--- src/rtl/render_pkg.sv ---
// Shared types for the sprite pass sequencer: tile geometry, FSM encoding and
// the sprite table entry layout.
package render_pkg;

    localparam int         TILE_W      = 16;
    localparam logic [7:0] TRANSPARENT = 8'hFF;

    typedef enum logic [2:0] {
        ST_IDLE     = 3'd0,
        ST_SCAN     = 3'd1,
        ST_FETCH    = 3'd2,
        ST_ISSUE    = 3'd3,
        ST_BG_FETCH = 3'd4,
        ST_BG_ISSUE = 3'd5,
        ST_OUT      = 3'd6
    } state_t;

    // 33-bit table entry; z == 0 marks the entry disabled.
    typedef struct packed {
        logic [8:0] x;
        logic [7:0] y;
        logic [7:0] z;
        logic [7:0] tex;
    } spr_entry_t;

endpackage

--- src/rtl/sprite_pass_sequencer_if.sv ---
// Texture row fetch channel between the sequencer (master) and texture memory (slave).
// Handshake: fetch_req stays high with fetch_addr stable until the cycle fetch_ack is
// high; that cycle transfers fetch_data and completes the request.
interface sprite_pass_sequencer_if;

    logic         fetch_req;
    logic [11:0]  fetch_addr;
    logic         fetch_ack;
    logic [127:0] fetch_data;

    modport master (output fetch_req, fetch_addr, input fetch_ack, fetch_data);
    modport slave  (input fetch_req, fetch_addr, output fetch_ack, fetch_data);

endinterface

--- src/rtl/sprite_table.sv ---
// Sprite table register file: one synchronous write port, one asynchronous read port.
// A read in the write cycle returns the pre-write entry.
module sprite_table
    import render_pkg::*;
#(
    parameter int SPRITE_COUNT = 8,
    parameter int SW           = $clog2(SPRITE_COUNT)
) (
    input  logic       clk,
    input  logic       reset_n,
    input  logic       we_i,
    input  logic [SW-1:0] waddr_i,
    input  spr_entry_t wdata_i,
    input  logic [SW-1:0] raddr_i,
    output spr_entry_t rdata_o
);

    spr_entry_t mem_q [SPRITE_COUNT];

    always_ff @(posedge clk or negedge reset_n) begin
        if (!reset_n) begin
            for (int i = 0; i < SPRITE_COUNT; i++) begin
                mem_q[i] <= '0;
            end
        end else if (we_i) begin
            mem_q[waddr_i] <= wdata_i;
        end
    end

    assign rdata_o = mem_q[raddr_i];

endmodule

--- src/rtl/sprite_pass_sequencer.sv ---
// Walks the frame tile by tile, issuing one StreamProcessor pass per sprite hit
// followed by a background pass, then presents the finished tile to the consumer.
module sprite_pass_sequencer
    import render_pkg::*;
#(
    parameter int SPRITE_COUNT = 8,
    parameter int LINE_TILES   = 20,
    parameter int LINES        = 240,
    parameter int SW           = $clog2(SPRITE_COUNT)
) (
    input  logic          clk,
    input  logic          reset_n,
    input  logic          i_frame_start,
    input  logic          i_spr_we,
    input  logic [SW-1:0] i_spr_addr,
    input  logic [8:0]    i_spr_x,
    input  logic [7:0]    i_spr_y,
    input  logic [7:0]    i_spr_z,
    input  logic [7:0]    i_spr_tex,
    input  logic [7:0]    i_bg_tex,
    sprite_pass_sequencer_if.master fetch,
    output logic          o_sp_ena,
    output logic [127:0]  o_texture_data,
    output logic [4:0]    o_start_x,
    output logic [7:0]    o_position_z,
    output logic          o_tile_valid,
    input  logic          i_tile_ready,
    output logic [4:0]    o_tile_x,
    output logic [7:0]    o_line_y,
    output logic          o_busy,
    output state_t        o_state
);

    state_t        state_q;
    logic [SW-1:0] idx_q;
    logic [4:0]    tile_q;
    logic [7:0]    line_q;
    logic [7:0]    bg_tex_q;
    logic          busy_q;
    logic          fetch_req_q;
    logic [11:0]   fetch_addr_q;
    logic          sp_ena_q;
    logic [127:0]  tex_data_q;
    logic [4:0]    start_x_q;
    logic [7:0]    pos_z_q;
    logic          tile_valid_q;
    logic [4:0]    hit_sx_q;
    logic [7:0]    hit_z_q;

    spr_entry_t        wr_ent;
    spr_entry_t        ent;
    logic [8:0]        dy_w;
    logic [9:0]        tile_px_w;
    logic signed [9:0] dx_w;
    logic              hit_w;
    logic              last_idx_w;
    logic              last_tile_w;
    logic              last_line_w;

    assign wr_ent = '{x: i_spr_x, y: i_spr_y, z: i_spr_z, tex: i_spr_tex};

    sprite_table #(
        .SPRITE_COUNT (SPRITE_COUNT),
        .SW           (SW)
    ) u_table (
        .clk     (clk),
        .reset_n (reset_n),
        .we_i    (i_spr_we),
        .waddr_i (i_spr_addr),
        .wdata_i (wr_ent),
        .raddr_i (idx_q),
        .rdata_o (ent)
    );

    // A borrow in dy means the sprite starts below this line; it must not wrap into a hit.
    assign dy_w      = {1'b0, line_q} - {1'b0, ent.y};
    assign tile_px_w = 10'(tile_q) * 10'(TILE_W);
    assign dx_w      = $signed({1'b0, ent.x}) - $signed(tile_px_w);
    assign hit_w     = (ent.z != 8'd0) && !dy_w[8] && (dy_w[7:4] == 4'd0)
                       && (dx_w >= -10'sd15) && (dx_w <= 10'sd15);

    assign last_idx_w  = (idx_q == SW'(SPRITE_COUNT - 1));
    assign last_tile_w = (tile_q == 5'(LINE_TILES - 1));
    assign last_line_w = (line_q == 8'(LINES - 1));

    always_ff @(posedge clk or negedge reset_n) begin
        if (!reset_n) begin
            state_q      <= ST_IDLE;
            idx_q        <= '0;
            tile_q       <= '0;
            line_q       <= '0;
            bg_tex_q     <= '0;
            busy_q       <= 1'b0;
            fetch_req_q  <= 1'b0;
            fetch_addr_q <= '0;
            sp_ena_q     <= 1'b0;
            tex_data_q   <= '0;
            start_x_q    <= '0;
            pos_z_q      <= '0;
            tile_valid_q <= 1'b0;
            hit_sx_q     <= '0;
            hit_z_q      <= '0;
        end else begin
            sp_ena_q <= 1'b0;
            case (state_q)
                ST_IDLE: begin
                    if (i_frame_start) begin
                        tile_q   <= '0;
                        line_q   <= '0;
                        bg_tex_q <= i_bg_tex;
                        busy_q   <= 1'b1;
                        idx_q    <= '0;
                        state_q  <= ST_SCAN;
                    end
                end
                ST_SCAN: begin
                    if (hit_w) begin
                        fetch_req_q  <= 1'b1;
                        fetch_addr_q <= {ent.tex, dy_w[3:0]};
                        hit_sx_q     <= dx_w[4:0] + 5'd16;
                        hit_z_q      <= ent.z;
                        state_q      <= ST_FETCH;
                    end else if (last_idx_w) begin
                        fetch_req_q  <= 1'b1;
                        fetch_addr_q <= {bg_tex_q, line_q[3:0]};
                        state_q      <= ST_BG_FETCH;
                    end else begin
                        idx_q <= idx_q + SW'(1);
                    end
                end
                ST_FETCH: begin
                    if (fetch.fetch_ack) begin
                        fetch_req_q <= 1'b0;
                        tex_data_q  <= fetch.fetch_data;
                        sp_ena_q    <= 1'b1;
                        start_x_q   <= hit_sx_q;
                        pos_z_q     <= hit_z_q;
                        state_q     <= ST_ISSUE;
                    end
                end
                ST_ISSUE: begin
                    if (last_idx_w) begin
                        fetch_req_q  <= 1'b1;
                        fetch_addr_q <= {bg_tex_q, line_q[3:0]};
                        state_q      <= ST_BG_FETCH;
                    end else begin
                        idx_q   <= idx_q + SW'(1);
                        state_q <= ST_SCAN;
                    end
                end
                ST_BG_FETCH: begin
                    if (fetch.fetch_ack) begin
                        fetch_req_q <= 1'b0;
                        tex_data_q  <= fetch.fetch_data;
                        sp_ena_q    <= 1'b1;
                        start_x_q   <= 5'(TILE_W);
                        pos_z_q     <= 8'd0;
                        state_q     <= ST_BG_ISSUE;
                    end
                end
                ST_BG_ISSUE: begin
                    tile_valid_q <= 1'b1;
                    state_q      <= ST_OUT;
                end
                ST_OUT: begin
                    if (i_tile_ready) begin
                        tile_valid_q <= 1'b0;
                        idx_q        <= '0;
                        if (!last_tile_w) begin
                            tile_q  <= tile_q + 5'd1;
                            state_q <= ST_SCAN;
                        end else if (!last_line_w) begin
                            tile_q  <= '0;
                            line_q  <= line_q + 8'd1;
                            state_q <= ST_SCAN;
                        end else begin
                            tile_q  <= '0;
                            line_q  <= '0;
                            busy_q  <= 1'b0;
                            state_q <= ST_IDLE;
                        end
                    end
                end
                default: state_q <= ST_IDLE;
            endcase
        end
    end

    assign fetch.fetch_req  = fetch_req_q;
    assign fetch.fetch_addr = fetch_addr_q;
    assign o_sp_ena         = sp_ena_q;
    assign o_texture_data   = tex_data_q;
    assign o_start_x        = start_x_q;
    assign o_position_z     = pos_z_q;
    assign o_tile_valid     = tile_valid_q;
    assign o_tile_x         = tile_q;
    assign o_line_y         = line_q;
    assign o_busy           = busy_q;
    assign o_state          = state_q;

endmodule

--- src/flat_wrapper.sv ---
// flat-port wrapper written by rule: the top's interface ports become plain ports
module sprite_pass_sequencer_flat import render_pkg::*;
#(
    parameter int SPRITE_COUNT = 8,
    parameter int LINE_TILES   = 20,
    parameter int LINES        = 240,
    parameter int SW           = $clog2(SPRITE_COUNT)
)
  (clk, reset_n, i_frame_start, i_spr_we, i_spr_addr, i_spr_x, i_spr_y, i_spr_z, i_spr_tex, i_bg_tex, o_sp_ena, o_texture_data, o_start_x, o_position_z, o_tile_valid, i_tile_ready, o_tile_x, o_line_y, o_busy, o_state, fetch_fetch_req, fetch_fetch_addr, fetch_fetch_ack, fetch_fetch_data);
  sprite_pass_sequencer_if fetch_i ();
  input  logic clk;
  input  logic reset_n;
  input  logic i_frame_start;
  input  logic i_spr_we;
  input  logic [SW-1:0] i_spr_addr;
  input  logic [8:0] i_spr_x;
  input  logic [7:0] i_spr_y;
  input  logic [7:0] i_spr_z;
  input  logic [7:0] i_spr_tex;
  input  logic [7:0] i_bg_tex;
  output logic o_sp_ena;
  output logic [127:0] o_texture_data;
  output logic [4:0] o_start_x;
  output logic [7:0] o_position_z;
  output logic o_tile_valid;
  input  logic i_tile_ready;
  output logic [4:0] o_tile_x;
  output logic [7:0] o_line_y;
  output logic o_busy;
  output state_t o_state;
  output wire logic [$bits(fetch_i.fetch_req)-1:0] fetch_fetch_req;
  output wire logic [$bits(fetch_i.fetch_addr)-1:0] fetch_fetch_addr;
  input wire logic [$bits(fetch_i.fetch_ack)-1:0] fetch_fetch_ack;
  input wire logic [$bits(fetch_i.fetch_data)-1:0] fetch_fetch_data;
  assign fetch_fetch_req = fetch_i.fetch_req;
  assign fetch_fetch_addr = fetch_i.fetch_addr;
  assign fetch_i.fetch_ack = fetch_fetch_ack;
  assign fetch_i.fetch_data = fetch_fetch_data;
  sprite_pass_sequencer #(.SPRITE_COUNT(SPRITE_COUNT), .LINE_TILES(LINE_TILES), .LINES(LINES), .SW(SW)) u_core (.clk(clk), .reset_n(reset_n), .i_frame_start(i_frame_start), .i_spr_we(i_spr_we), .i_spr_addr(i_spr_addr), .i_spr_x(i_spr_x), .i_spr_y(i_spr_y), .i_spr_z(i_spr_z), .i_spr_tex(i_spr_tex), .i_bg_tex(i_bg_tex), .fetch(fetch_i), .o_sp_ena(o_sp_ena), .o_texture_data(o_texture_data), .o_start_x(o_start_x), .o_position_z(o_position_z), .o_tile_valid(o_tile_valid), .i_tile_ready(i_tile_ready), .o_tile_x(o_tile_x), .o_line_y(o_line_y), .o_busy(o_busy), .o_state(o_state));
endmodule
--- config.mk ---
export PLATFORM = sky130hd
export DESIGN_NAME = sprite_pass_sequencer_flat
export DESIGN_NICKNAME = d
export VERILOG_FILES = /design/src/rtl/render_pkg.sv /design/src/rtl/sprite_pass_sequencer_if.sv /design/src/rtl/sprite_table.sv /design/src/rtl/sprite_pass_sequencer.sv /design/src/flat_wrapper.sv
export SDC_FILE = /design/constraint.sdc
export NUM_CORES = 1
export LEC_CHECK = 0
export CAP_MARGIN = 20
export CELL_PAD_IN_SITES_DETAIL_PLACEMENT = 1
export CELL_PAD_IN_SITES_GLOBAL_PLACEMENT = 1
export CORE_MARGIN = 2
export CORE_UTILIZATION = 30
export CTS_CLUSTER_SIZE = 14
export DETAILED_ROUTE_END_ITERATION = 8
export PLACE_DENSITY = 0.67
export SYNTH_ARGS = -nofsm -noshare
export SYNTH_HDL_FRONTEND = slang
export SYNTH_HIERARCHICAL = 1
export SYNTH_SLANG_ARGS = --single-unit
--- constraint.sdc ---
create_clock -name clk -period 5.3 [get_ports clk]
set_clock_uncertainty 0.2 [all_clocks]
set_input_delay 0.795 -clock clk [delete_from_list [all_inputs] [get_ports clk]]
set_output_delay 0.795 -clock clk [all_outputs]
set_load 0.1 [all_outputs]
==> results.json <==
{
  "antenna_left": 0,
  "slew_headroom_pct": 24.6,
  "die_h_um": 266,
  "status": "completed",
  "synth_edf_count": 0,
  "final_area_mm2": 0.0267,
  "ctsLongestPathBuffers": 3,
  "seq_area_frac_synth_pct": 56.2,
  "cts_buffers": 52,
  "whs_ps": 79.3,
  "cts_tree": "done",
  "yosys_warnings": 6,
  "initial_core_util_pct": 30.4,
  "grt_pass1_vias": 15590,
  "grt_pass1_wl_um": 93900,
  "dr.pass1.iters": 4,
  "maxSlewViolCount": 0,
  "crit_fanout": 22,
  "synth.distinct_cells": 60,
  "cts_setup_buffers": 0,
  "clock_latency_ps": 590,
  "worst_ep_arrival_time_ps": 5030,
  "hold_path_class": "input pin to asynchronous set/reset pin",
  "track_usage_pct": 17.0,
  "cp.required_ps": 5600,
  "fmaxAchievable_ghz": 0.211,
  "worstSetupEndpointType": "register",
  "drt_iter0_drc": 911,
  "synth_top_family_by_area": "multiplexers",
  "grt-ovfl-total": 0,
  "drt_wl_total_um": 60400,
  "drc": 0,
  "nNetsFinal": 2195,
  "synth_compound_area_share_pct": 3.45,
  "dp.cells": 2816,
  "die_w_um": 266,
  "hold_viol_final": 0,
  "antenna_found_initial": 6,
  "vias_per_cell": 4.91,
  "vias": 14292,
  "synthXorXnorAreaFrac_pct": 0.299,
  "drive_above_1_share_pct": 18.9,
  "synth_area_per_cell_um2": 12.4,
  "synthSimpleGateAreaFrac_pct": 11.8,
  "period_share_pct": 89.3,
  "place_congestion": 0.792,
  "grt_max_degree": 117,
  "p_leak_nw": 11.8,
  "vdd_drop_max_mv": 0.364,
  "ctsHoldBuffers": 0,
  "period_minus_slack_ps": 4730,
  "ys_ff_latch": 461,
  "synthesis.nets": 1858,
  "port_buffers": 350,
  "worst-slew-pin-transition_ps": 1130,
  "async_flop_share_pct": 100,
  "io_pins": 351,
  "htree_levels": 2,
  "power_density_mw_per_mm2": 632,
  "synth_ff_type": "dfrtp_1",
  "synthMuxAreaShare_pct": 24.3,
  "setup_tns_ps": 0,
  "cts_sinks": 461,
  "total_power_w": 0.0169,
  "fin_cells": 2911,
  "rows": 95,
  "clockRootBuffer": "clkbuf_16",
  "die_area_mm2": 0.0705,
  "ctsResizeCount": 0,
  "clk_pin_slew_worst_paths_ps": 60,
  "wl_per_cell_um": 20.8,
  "syn_inst": 1661,
  "setup_viol": 0,
  "area.growth.synth_to_final_pct": 30.0,
  "drv_cap": 0,
  "worstSetupPathType": "register to register",
  "dpl_cell_area_mm2": 0.0250,
  "grt_setup_unrepaired": "false",
  "dp_hpwl_um": 41300,
  "synth_fa_ha_area_share_pct": 1.23,
  "syn_area_mm2": 0.0205,
  "cp-start-kind": "register",
  "floorplan.core_area_mm2": 0.0675
}
## through the flow
stage               utilization (%)  worst slack, ps
floorplan                         -             1130
global placement               37.0              647
detailed placement             37.0              535
CTS                            39.5              517
global route                   39.5              319
finish                         39.5              565
## layout make-up
class	count	area, µm²
clock inverter	20	234
timing repair buffer	379	3770
sequential	461	11500
fill	7132	40800
antenna	1	2.50
inverter	22	85.1
multi-input combinational	1082	8470
tap	873	1090
clock buffer	73	1500
## Yosys cell counts (all sizes together) (6+ instances only)
cell    instances  area share, %
nand2         480            8.8
clkbuf         49           0.90
mux2          308             17
mux4           66            7.3
inv            22           0.40
nand4b          6           0.26
ha             17            1.0
o21ai          34           0.83
a21oi          24           0.59
o31ai           8           0.29
nor2           14           0.26
and3           13           0.40
buf            47            1.5
dfrtp         461             56
o211ai         11           0.43
a21bo           8           0.39
nand2b          9           0.31
nand3          19           0.46
## worst max-delay path: stages, from the launching register on
cell      delay, ps
dfrtp_4         660
buf_4           310
mux4_2          520
mux2_2          320
fa_1            480
nand3_1         170
nand2b_4         70
or3b_1          350
a311o_1         410
a2111o_1        740
a21bo_1         290
o211ai_1         90
## per-layer routing
metal	up-vias	wire length (µm)	global-route usage (%)
met5	-	23	0
met4	4	1110	3.51
met3	85	3910	4.08
met2	344	29400	29.1
met1	7430	26000	22.1
li1	6429	-	-
## power breakdown
part | internal, W | total, W | leakage (nW) | switching [W]
sequential | 0.00452 | 0.00516 | 5.65 | 0.000636
clock | 0.00221 | 0.00367 | 0.859 | 0.00146
combinational | 0.00247 | 0.00804 | 5.28 | 0.00557
## worst paths after layout
path | to | cells past startpoint | start | slack, ps
hold reg to reg | u_core/hit_sx_q[1] | 2 | u_core/hit_sx_q[1] | 270
max in group asynchronous | u_core/u_table/mem_q[58] | 2 | reset_n | 3690
hold / removal | u_core/u_table/mem_q[68] | 1 | reset_n | 80
min in group clk | u_core/hit_sx_q[1] | 2 | u_core/hit_sx_q[1] | 270
setup reg to reg | u_core/fetch.fetch_addr[10] | 11 | u_core/idx_q[0] | 570
setup / recovery | u_core/fetch.fetch_addr[10] | 11 | u_core/idx_q[0] | 570
## registers in the layout, indices dropped and copies added, names as in the netlist, 3 cells and up
name                     flops
u_core/u_table/mem_q       264
u_core/hit_sx_q              5
u_core/fetch.fetch_addr     12
u_core/idx_q                 3
u_core/o_start_x             5
u_core/o_tile_x              5
u_core/o_position_z          8
u_core/o_state               3
u_core/o_line_y              8
u_core/bg_tex_q              8
u_core/hit_z_q               8
u_core/o_texture_data      128
## placed cells by master, fill, tap and decap left out, types with 5 or more instances in the layout
| cell | count |
|---|---|
| a21oi_1 | 24 |
| nor2_1 | 14 |
| clkbuf_1 | 10 |
| and3_1 | 13 |
| o31ai_1 | 8 |
| clkbuf_8 | 10 |
| buf_4 | 27 |
| clkdlybuf4s50_1 | 347 |
| clkbuf_16 | 53 |
| mux4_1 | 6 |
| ha_1 | 17 |
| bufinv_16 | 5 |
| o211ai_1 | 10 |
| inv_1 | 21 |
| a21bo_1 | 5 |
| nand2b_1 | 8 |
| mux4_2 | 60 |
| o21ai_0 | 34 |
| dfrtp_1 | 459 |
| nand2_1 | 480 |
| mux2_1 | 120 |
| mux2_2 | 188 |
| nand3_1 | 19 |
| clkinv_2 | 12 |
| nand4b_1 | 6 |
## cells by family (layout without fill, tap and decap cells)
logic type,after synthesis,in the layout
and+or+nand+nor,576,576
DFF,461,461
muxes,375,375
buffers and inverters,118,494
AOI/OAI and AO/OA,105,105
adders and majority gates,19,19
xor gates and xnor gates,7,7
other,0,1
Note: power is estimated with default switching activity, not from simulation.
